## src/rtl/mem_port_arbiter.sv

```systemverilog
// Three-way arbiter and access sequencer for the shared instruction/data memory.
// Each access runs IDLE -> ACCESS -> RESP; the loader has fixed priority, fetch/data alternate.
module mem_port_arbiter #(
  parameter int ADDR_W = 6,
  parameter int DATA_W = 32,
  parameter int DEPTH  = 32
) (
  input  logic              clk,
  input  logic              rst,
  input  logic              f_req,
  input  logic [ADDR_W-1:0] f_addr,
  output logic              f_done,
  output logic              f_err,
  output logic [DATA_W-1:0] f_rdata,
  input  logic              d_req,
  input  logic              d_we,
  input  logic [ADDR_W-1:0] d_addr,
  input  logic [DATA_W-1:0] d_wdata,
  output logic              d_done,
  output logic              d_err,
  output logic [DATA_W-1:0] d_rdata,
  input  logic              l_req,
  input  logic [ADDR_W-1:0] l_addr,
  input  logic [DATA_W-1:0] l_wdata,
  output logic              l_done,
  output logic              l_err,
  output logic [ADDR_W-1:0] mem_addr,
  output logic [DATA_W-1:0] mem_wdata,
  output logic              mem_write,
  input  logic [DATA_W-1:0] mem_rdata,
  output logic              busy,
  output logic [1:0]        grant_id
);

  typedef enum logic [1:0] {IDLE, ACCESS, RESP} state_t;

  localparam logic [1:0]  G_NONE  = 2'b00;
  localparam logic [1:0]  G_FETCH = 2'b01;
  localparam logic [1:0]  G_DATA  = 2'b10;
  localparam logic [1:0]  G_LOAD  = 2'b11;
  localparam logic [31:0] DEPTH_U = 32'(DEPTH);

  state_t              r_state;
  logic                r_last_data;
  logic                r_oor;
  logic [1:0]          r_grant;
  logic [ADDR_W-1:0]   r_mem_addr;
  logic [DATA_W-1:0]   r_mem_wdata;
  logic                r_mem_write;
  logic                r_f_done, r_f_err, r_d_done, r_d_err, r_l_done, r_l_err;
  logic [DATA_W-1:0]   r_f_rdata, r_d_rdata;

  logic [1:0]          w_win;
  logic [ADDR_W-1:0]   w_addr;
  logic [DATA_W-1:0]   w_wdata;
  logic                w_wflag;
  logic                w_in_range;

  // On a fetch/data tie, data wins unless data was the last of the two granted.
  always_comb begin
    w_win = G_NONE;
    if (l_req)
      w_win = G_LOAD;
    else if (d_req && (!f_req || !r_last_data))
      w_win = G_DATA;
    else if (f_req)
      w_win = G_FETCH;
  end

  always_comb begin
    w_addr  = '0;
    w_wdata = '0;
    w_wflag = 1'b0;
    case (w_win)
      G_FETCH: w_addr = f_addr;
      G_DATA: begin
        w_addr  = d_addr;
        w_wdata = d_wdata;
        w_wflag = d_we;
      end
      G_LOAD: begin
        w_addr  = l_addr;
        w_wdata = l_wdata;
        w_wflag = 1'b1;
      end
      default: ;
    endcase
  end

  assign w_in_range = 32'(w_addr) < DEPTH_U;

  always_ff @(posedge clk or posedge rst) begin
    if (rst) begin
      r_state     <= IDLE;
      r_last_data <= 1'b0;
      r_oor       <= 1'b0;
      r_grant     <= G_NONE;
      r_mem_addr  <= '0;
      r_mem_wdata <= '0;
      r_mem_write <= 1'b0;
      r_f_done    <= 1'b0;
      r_f_err     <= 1'b0;
      r_d_done    <= 1'b0;
      r_d_err     <= 1'b0;
      r_l_done    <= 1'b0;
      r_l_err     <= 1'b0;
      r_f_rdata   <= '0;
      r_d_rdata   <= '0;
    end else begin
      case (r_state)
        IDLE: begin
          if (w_win != G_NONE) begin
            r_state     <= ACCESS;
            r_grant     <= w_win;
            r_mem_addr  <= w_addr;
            r_mem_wdata <= w_wdata;
            r_mem_write <= w_wflag && w_in_range;
            r_oor       <= !w_in_range;
            if (w_win == G_FETCH)
              r_last_data <= 1'b0;
            else if (w_win == G_DATA)
              r_last_data <= 1'b1;
          end
        end
        ACCESS: begin
          // The memory commits the write on this edge; read data is the pre-write word.
          r_state     <= RESP;
          r_mem_write <= 1'b0;
          case (r_grant)
            G_FETCH: begin
              r_f_done  <= 1'b1;
              r_f_err   <= r_oor;
              r_f_rdata <= r_oor ? '0 : mem_rdata;
            end
            G_DATA: begin
              r_d_done  <= 1'b1;
              r_d_err   <= r_oor;
              r_d_rdata <= r_oor ? '0 : mem_rdata;
            end
            G_LOAD: begin
              r_l_done <= 1'b1;
              r_l_err  <= r_oor;
            end
            default: ;
          endcase
        end
        RESP: begin
          r_state  <= IDLE;
          r_grant  <= G_NONE;
          r_f_done <= 1'b0;
          r_f_err  <= 1'b0;
          r_d_done <= 1'b0;
          r_d_err  <= 1'b0;
          r_l_done <= 1'b0;
          r_l_err  <= 1'b0;
        end
        default: r_state <= IDLE;
      endcase
    end
  end

  assign f_done    = r_f_done;
  assign f_err     = r_f_err;
  assign f_rdata   = r_f_rdata;
  assign d_done    = r_d_done;
  assign d_err     = r_d_err;
  assign d_rdata   = r_d_rdata;
  assign l_done    = r_l_done;
  assign l_err     = r_l_err;
  assign mem_addr  = r_mem_addr;
  assign mem_wdata = r_mem_wdata;
  assign mem_write = r_mem_write;
  assign grant_id  = r_grant;
  assign busy      = (r_state != IDLE);

endmodule

```

## config.mk

```make
export PLATFORM = sky130hd
export DESIGN_NAME = mem_port_arbiter
export DESIGN_NICKNAME = d
export VERILOG_FILES = /design/src/rtl/mem_port_arbiter.sv
export SDC_FILE = /design/constraint.sdc
export NUM_CORES = 1
export LEC_CHECK = 0
export BUFFER_PORTS_ARGS = -buffer_cell sky130_fd_sc_hd__buf_4
export CORE_MARGIN = 2
export CORE_UTILIZATION = 42
export CTS_CLUSTER_SIZE = 12
export DETAILED_ROUTE_END_ITERATION = 10
export PLACE_DENSITY_LB_ADDON = 0.1
export SYNTH_ARGS = -nofsm -noshare
export SYNTH_HDL_FRONTEND = slang
export SYNTH_SLANG_ARGS = --single-unit
```

## constraint.sdc

```tcl
create_clock -name clk -period 3.35 [get_ports clk]
set_input_delay 0.335 -clock clk [delete_from_list [all_inputs] [get_ports clk]]
set_output_delay 0.335 -clock clk [all_outputs]
set_load 0.02 [all_outputs]
```

After elaboration in Yosys (flattened, before gate mapping) --
Cells that the tools add are included.
Word-level totals: register bits after elaboration 115, bits in latches 0, RAM bits 0, bits in read-only memories 0, input port bits 120, output and inout bits 112, word-level logic and storage cells 77, memories kept 0
Cells by class: $add $sub $neg 0, $mul 0, divide/modulo/power cells 0, magnitude comparators 1, equality and inequality tests 12, shifts and indexed selects 0, muxes and demuxes 27, bitwise operators 0, reduce and logical (&&, ||, !) cells 22
Operators by type and width (number):
- one-hot mux 32 bit (2 select lines) | 1
- two-way mux 32 bit | 1
- one-hot mux 6 bit (3 select lines) | 1
- one-hot mux 1 bit (2 select lines) | 8
- AND reduction 2 bit | 8
- nonzero test 2 bit | 6
- equality test 2 bit, second input constant | 5
- two-way mux 1 bit | 10
- two-way mux 2 bit | 4
- one-hot mux 2 bit (2 select lines) | 2
- equality test 2 x 1 -> 1 bit, second input constant | 3
- less-than comparator 6 bit, second input constant | 1
- != test 2 x 1 -> 1 bit, second input constant | 2
- != test 2 bit, second input constant | 2
- logical NOT 1 bit | 3
- AND reduction 3 bit | 1
- logical AND 1 bit | 2
- logical NOT 2 bit | 1
- logical OR 1 bit | 1

Logic depth before layout (Yosys ltp) --
Gate-level depths: netlist (run 1).
depth after elaboration 11, depth in mapped cells 9, depth with buffers taken out 7

Worst setup path before layout (run 1) --
No wires, ideal clock.
path type register -> register, start register r_last_data, end register r_mem_write, in the netlist mem_write, library setup time 110 ps, data arrival time 1936 ps, data required time 3240 ps, path slack 1304 ps, cell stages (with the launch flop) 9, buffers on the path 1, clock period less this slack 2046 ps, cells stage by stage dfrtp_1 > nand2_1 > a21oi_2 > buf_2 > inv_1 > ha_1 > a222oi_1 > inv_1 > o41ai_1
Between the ends: word-level cells in the longest chain between the ends 11, elaborated cells between the ends (all ways) 17, those cells by class 1 x order compare; 4 x eq/ne; 6 x mux; 6 x reduce/logical
RTL lines:
- start: declaration | RTL line 44 | logic r_last_data;
- start signal: assignment | RTL line 95 | r_last_data <= 1'b0;
- start signal: assignment | RTL line 120 | r_last_data <= 1'b0;
- start signal: assignment | RTL line 122 | r_last_data <= 1'b1;
- logical NOT 1 bit (*) | RTL line 64 | else if (d_req && (!f_req || !r_last_data))
- logical OR 1 bit (*) | RTL line 64
- logical AND 1 bit (*) | RTL line 64
- two-way mux 2 bit (*) | RTL line 64
- two-way mux 2 bit (*) | RTL line 62 | if (l_req)
- equality test 2 bit or equality test 2 x 1 -> 1 bit (tied branches) | RTL line 74 | case (w_win)
- one-hot mux 6 bit (3 select lines) | RTL line 74
- less-than comparator 6 bit | RTL line 90 | assign w_in_range = 32'(w_addr) < DEPTH_U;
- logical AND 1 bit | RTL line 117 | r_mem_write <= w_wflag && w_in_range;
- two-way mux 1 bit | RTL line 112 | if (w_win != G_NONE) begin
- one-hot mux 1 bit (2 select lines) | RTL line 110 | case (r_state)
- end signal: assignment | RTL line 117
- end: declaration | RTL line 49 | logic r_mem_write;
Every way passes the cells marked *; elsewhere a longest branch is shown, timed or not. The select of a mux whose other input is x is not followed. A chain may end at the register's enable or synchronous reset.

Worst setup path after layout (run 1) --
Ends and elaborated chain as after synthesis.

==> results of run 1 <==
==> logic make-up after synthesis <==
| group | after synthesis | synth area share |
|---|---|---|
| mux | 1 | 0.00207 |
| fa+ha+maj | 4 | 0.0103 |
| buf+inv | 48 | 0.0490 |
| flops | 114 | 0.589 |
| compound gates | 153 | 0.221 |
| simple gates | 155 | 0.129 |
==> sequential cells by signal (all words and copies together), names as in the netlist, 2 cells and up <==
register	cells
d_rdata	32
r_state	2
grant_id	2
mem_wdata	32
f_rdata	32
mem_addr	5
==> cell usage in the layout (no fill, tap or decap), drive strengths merged, types with 2 or more instances in the layout <==
cell type / n
a21oi: 3
a22oi: 32
nand4bb: 2
ha: 4
clkinvlp: 4
inv: 7
clkbuf: 21
nand2: 141
o31ai: 33
o21ai: 76
clkinv: 6
dfrtp: 114
nand3: 5
nand2b: 2
buf: 238
bufinv: 2
a222oi: 6
==> worst paths after layout <==
check / from / endpoint
max: r_last_data / mem_write
min: rst / d_rdata[24]
max reg2reg: r_last_data / mem_write
min reg2reg: mem_wdata[11] / mem_wdata[11]
max in group asynchronous: rst / d_rdata[4]
min in group clk: mem_rdata[25] / d_rdata[25]
==> critical path: stages, from the launching register on <==
cell	delay (ns)
dfrtp_1	0.38
nand2b_1	0.15
a21oi_1	0.31
inv_1	0.11
ha_1	0.39
a222oi_1	0.42
inv_1	0.07
o41ai_1	0.36
==> power groups by stage <==
stage / Combinational, mW / Sequential [mW] / Clock [mW]
2_1_floorplan: 1.23 / 3.16 / 0
4_1_cts: 3.34 / 2.46 / 1.73
6_report: 3.30 / 2.45 / 1.70
3_3_place_gp: 3.30 / 2.44 / 0
5_1_grt: 3.59 / 2.54 / 1.81
3_5_place_dp: 3.34 / 2.47 / 0
==> per-layer routing <==
layer  vias up  global-route usage  wire [um]  share of wire
met4         0              0.0815        223          0.017
met3        18              0.0729       1060          0.081
met1      2007               0.257       5320           0.41
met5         -                   0          0              0
li1       2089                   -          -              -
met2       158               0.356       6430           0.49
==> final cells by class <==
cell class              instances  area share
multi-input cells             313       0.246
flip-flops and latches        114       0.396
repair buffers                238       0.250
clock buffers                  21      0.0625
well taps                     143      0.0248
clock inverters                11      0.0156
inverters                       8     0.00469
==> results.ini, run 1 <==
[worst_setup_path]
worst_setup_path_end_kind = register
cp.arrival_ns = 2.60
cp_max_fo = 14
cp-start-kind = register
r2r_slack_ns = 1.04
reg2reg_depth = 7
required_ns = 3.64
critical_path_class = reg -> reg

[place]
gp_routability_congestion = 0.818
dp.cells = 816
placed_area_sq_um = 6640
place_ws_ns = 0.976
io_buffers = 231
hpwl_um = 9290

[timing]
rsz0062_at_grt = false
worst_slack_ns = 1.04
setup_viol = 0
tightestPinTransition_ns = 1.08
finalMaxSlewViolations = 0
min_period_ns = 2.31
finalCritPeriodShare = 0.690
finalSetupTns_ns = 0
hold_viol = 0
hold_ws_ns = 0.0961
max_freq_mhz = 433
final.setup_skew_ns = 0.00774
slew-limit-headroom = 0.281

[global_route]
grt_first_pass_wirelength_um = 21400
grt_pass1_vias = 4331
grt_start_max_net_pins = 84
grt_use_total = 0.213
antenna_found_initial = 0
overflow = 0

[pwr]
p_int_mw = 4.47
power_switching_mw = 2.98
leakage_nw = 3.63
powerDensity_nw_per_um2 = 1030
total_power_mw = 7.44
power_frac_clock = 0.228
p_comb_frac = 0.443
ir_drop_mv = 0.486
switching_share = 0.400
pwr-share-seq = 0.329

[clock_tree]
clock_sinks = 114
post_cts_resized = 0
cts_setup_buffers = 0
clk_pin_slew_ns = 0.05
htreeDepth = 4
tritoncts = done
ctsHoldBuffers = 0
cts_root_buffer = clkbuf_16
clk_latency_ns = 0.40
cts_buffers = 17
clock_path_buffers = 2

[route]
post_drt_wl_per_cell_um = 15.4
firstDrtPassIters = 4
dr_total_vias = 4272
post_drt_via_cell_ratio = 5.04
drt_iter0_markers = 234
finalWirelength_um = 13000
post-route-drc-count = 0
antenna_left = 0

[layout]
finalNonFillerCells = 848
final_nets = 816
final_area_sq_um = 7200
seqCellArea_sq_um = 2850
multi_input_area_sq_um = 1770
nFillCells = 956
n_antenna_cell = 0
syn2layout_area_growth_pct = 48.6
drive_gt1_frac = 0.416
final_util = 0.636

[die]
rows = 39
die_w_um = 111
die_y_um = 111
fp.coreArea_sq_um = 11300
die_area_sq_um = 12400
ioPinCount = 232
start_util = 0.428

[status]
status = finished, final reports clean

[logic_synthesis]
synth.area.top_cells = dfrtp_1, nand2_1, o21ai_0, o31ai_2, a22oi_1
post_synth_num_cell_types = 28
synthArstFlopShare = 1.00
syn_inst = 475
ys_top_cells_by_count = nand2_1, dfrtp_1, o21ai_0
yosys_warnings = 0
synthMostInstantiatedCell = nand2_1
ys_seq_area_frac = 0.589
ys_ff_latch = 114
yosys.area.top_type_share = 0.589
synth_ff_type = dfrtp_1
synth_edf_count = 0
synth.net_count = 599
synth_top_area_cell = dfrtp_1
syn_avg_cell_area_sq_um = 10.2
mappedNetlistArea_sq_um = 4850

[job]
drv_cap = 0

[min_path]
hold_class = in -> async

(Power assumes the default switching activity.)
==> run 2: changes to the inputs <==
--- a/config.mk
+++ b/config.mk
@@ -5,9 +5,10 @@
 export SDC_FILE = /design/constraint.sdc
 export NUM_CORES = 1
 export LEC_CHECK = 0
+export ABC_AREA = 1
 export BUFFER_PORTS_ARGS = -buffer_cell sky130_fd_sc_hd__buf_4
 export CORE_MARGIN = 2
-export CORE_UTILIZATION = 42
+export CORE_UTILIZATION = 43
 export CTS_CLUSTER_SIZE = 12
 export DETAILED_ROUTE_END_ITERATION = 10
 export PLACE_DENSITY_LB_ADDON = 0.1
==> constraint.sdc (replaced) <==
create_clock -name clk -period 2.1 [get_ports clk]
set_input_delay 0.21 -clock clk [delete_from_list [all_inputs] [get_ports clk]]
set_output_delay 0.21 -clock clk [all_outputs]
set_load 0.02 [all_outputs]
==> results.ini, run 2 <==
[logic_synthesis]
synth.net_count = 824  ; +38%
synth.area.top_cells = dfrtp_1, nand2_1, nand3_1, nor2_1, inv_1
mappedNetlistArea_sq_um = 5260  ; +8.5%
synth_top_area_cell = dfrtp_1
synth_ff_type = dfrtp_1
synthMostInstantiatedCell = nand2_1
yosys_warnings = 0  ; unchanged
syn_inst = 700  ; +47%
ys_seq_area_frac = 0.543  ; -0.0459
synthArstFlopShare = 1.00  ; unchanged
yosys.area.top_type_share = 0.543  ; -0.0459
ys_top_cells_by_count = nand2_1, dfrtp_1, nor2_1
syn_avg_cell_area_sq_um = 7.51  ; -26%
synth_edf_count = 0  ; unchanged
post_synth_num_cell_types = 18  ; -36%
ys_ff_latch = 114  ; unchanged

[status]
status = finished, violations left
failed_checks = negative hold slack

[layout]
drive_gt1_frac = 0.299  ; -0.116
n_antenna_cell = 0  ; unchanged
final_area_sq_um = 7640  ; +6.1%
syn2layout_area_growth_pct = 45.4
mostFrequentLayoutCell = nand2_1
final_cell_mix = nand2_1, buf_4, dfrtp_1
final_nets = 1049  ; +29%

[timing]
slew-limit-headroom = 0.588  ; +0.307
finalMaxSlewViolations = 0  ; unchanged
min_period_ns = 1.87  ; -0.443 ns
hold_viol = 24  ; +24
rsz0062_at_grt = false
finalSetupTns_ns = 0  ; unchanged
final.setup_skew_ns = 0.0102  ; +0.00249 ns
tightestPinTransition_ns = 0.617  ; -0.460 ns
setup_viol = 0  ; unchanged
max_freq_mhz = 535  ; +24%
finalCritPeriodShare = 0.890  ; +0.200
hold_ws_ns = -0.0365  ; -0.133 ns

[place]
placed_area_sq_um = 7110  ; +7.0%
io_buffers = 231  ; unchanged
gp_routability_congestion = 0.821  ; +0.46%
hpwl_um = 10100  ; +8.3%

[die]
rows = 40  ; +2.6%
die_y_um = 115  ; +2.8%
ioPinCount = 232  ; unchanged
fp.coreArea_sq_um = 12000  ; +5.7%
start_util = 0.440  ; +0.0114
die_w_um = 115  ; +2.8%
die_area_sq_um = 13100  ; +5.7%

[route]
post_drt_wl_per_cell_um = 13.5  ; -12%
wl_met2_um = 7110  ; +11%
firstDrtPassIters = 5  ; +1
drt_iter0_markers = 366  ; +56%
post-route-drc-count = 0  ; unchanged
post_drt_via_cell_ratio = 4.72  ; -6.4%
dr_total_vias = 5102  ; +19%
wl_met1_um = 6160  ; +16%
met3RoutedLength_um = 1080  ; +1.7%
top_layer = met4
finalWirelength_um = 14600  ; +12%
antenna_left = 0  ; unchanged

[clock_tree]
cts_root_buffer = clkbuf_16
cts_setup_buffers = 0  ; unchanged
tritoncts = done
htreeDepth = 4  ; unchanged
clk_latency_ns = 0.41  ; about the same
cts_buffers = 17  ; unchanged
clock_sinks = 114  ; unchanged
clk_pin_slew_ns = 0.05  ; about the same
ctsHoldBuffers = 0  ; unchanged
post_cts_resized = 0  ; unchanged
clock_path_buffers = 2  ; unchanged

[worst_setup_path]
required_ns = 2.40  ; -1.24 ns
cp.arrival_ns = 2.16  ; -0.44 ns
r2r-start = r_last_data
cp_top_family = simple AND/OR/NAND/NOR gates
cp_common_cell = nand2_1
r2r_slack_ns = 0.23  ; -0.81 ns
cp_slowest_cell = buf_4
cp-start-kind = register
path_cells = nand2_1 > nand2_1 > nand2_1 > nand2_1 > inv_1 > ha_1 > nand3b_4 > buf_4 > nor2_1 > nand2_1 > nand2_1
cp-startpoint = r_last_data
max_stage_delay_ns = 0.40  ; -0.02 ns
cp_max_fo = 42  ; +28
path_buf_inv = 2  ; unchanged
critical_path_class = reg -> reg
worst_setup_path_end_kind = register

[global_route]
grt_start_max_net_pins = 115  ; +37%
grt_use_total = 0.228  ; +0.0145
grt_first_pass_wirelength_um = 23500  ; +9.8%
overflow = 0  ; unchanged
antenna_found_initial = 0  ; unchanged
grt_pass1_vias = 4876  ; +13%

[pwr]
leakage_nw = 4.57  ; +26%
ir_drop_mv = 0.520  ; +7.0%
powerDensity_nw_per_um2 = 1530  ; +48%

[job]
drv_cap = 0  ; unchanged

[min_path]
hold_class = in -> async

-- run 2: changes by cell type after synthesis, sizes merged, moves of 8 or more --
cell    previous run  this run
nand3              5        45
a22oi             32         0
nor2               1        55
clkbuf            16         8
nand2            141       394
o31ai             33         0
inv                8        46
o21ai             76         2
-- run 2: power breakdown --
part	leakage [nW]	internal, mW	switching, mW	total (mW)
Clock	0.265	1.69	0.923	2.61
Combinational	2.82	2.07	3.22	5.30
Sequential	1.48	3.18	0.629	3.81
Total	4.57	6.94	4.78	11.7
-- run 2: per-layer routing --
| layer | up-vias | global-route usage |
|---|---|---|
| li1 | 2550 | - |
| met1 | 2327 | 0.299 |
| met2 | 207 | 0.366 |
| met3 | 18 | 0.0609 |
| met4 | 0 | 0.0789 |
| met5 | - | 0 |
-- run 2: stage by stage --
stage	power (mW)	setup WS, ns	util	std cells
after CTS	11.8	0.190	0.639	1082
after floorplan	6.83	0.421	-	700
after global routing	12.5	0.107	0.639	1082
final	11.7	0.232	0.639	1082
after global placement	9.05	0.283	0.594	1053
after detailed placement	9.15	0.200	0.594	1053
-- run 2: layout make-up --
type,count,area (sq um)
Timing Repair Buffer,242,1850
Clock buffer,23,478
Fill cell,1045,4320
Tap cell,147,184
Sequential cell,114,2850
Multi-Input combinational cell,504,2040
Clock inverter,6,57.6
Inverter,46,176
-- run 2: final timing paths --
check / to / cells after the start
setup / recovery: mem_write / 11
min in group clk: mem_wdata[31] / 5
hold reg to reg: f_done / 2
setup reg to reg: mem_write / 11
hold / removal: mem_wdata[17] / 3
max in group asynchronous: f_rdata[18] / 3
-- run 2: worst register-to-register path, delay by kind of cell (launching register included) --
| kind | cells | cell delay (ns) |
|---|---|---|
| fa+ha+maj | 1 | 0.15 |
| buf+inv | 2 | 0.52 |
| simple gates | 8 | 0.73 |
| flops | 1 | 0.37 |
-- run 2: cells by family after synthesis --
family          share of synthesized area
flops                               0.543
simple gates                        0.374
buf+inv                            0.0697
compound gates                    0.00381
fa+ha+maj                         0.00952
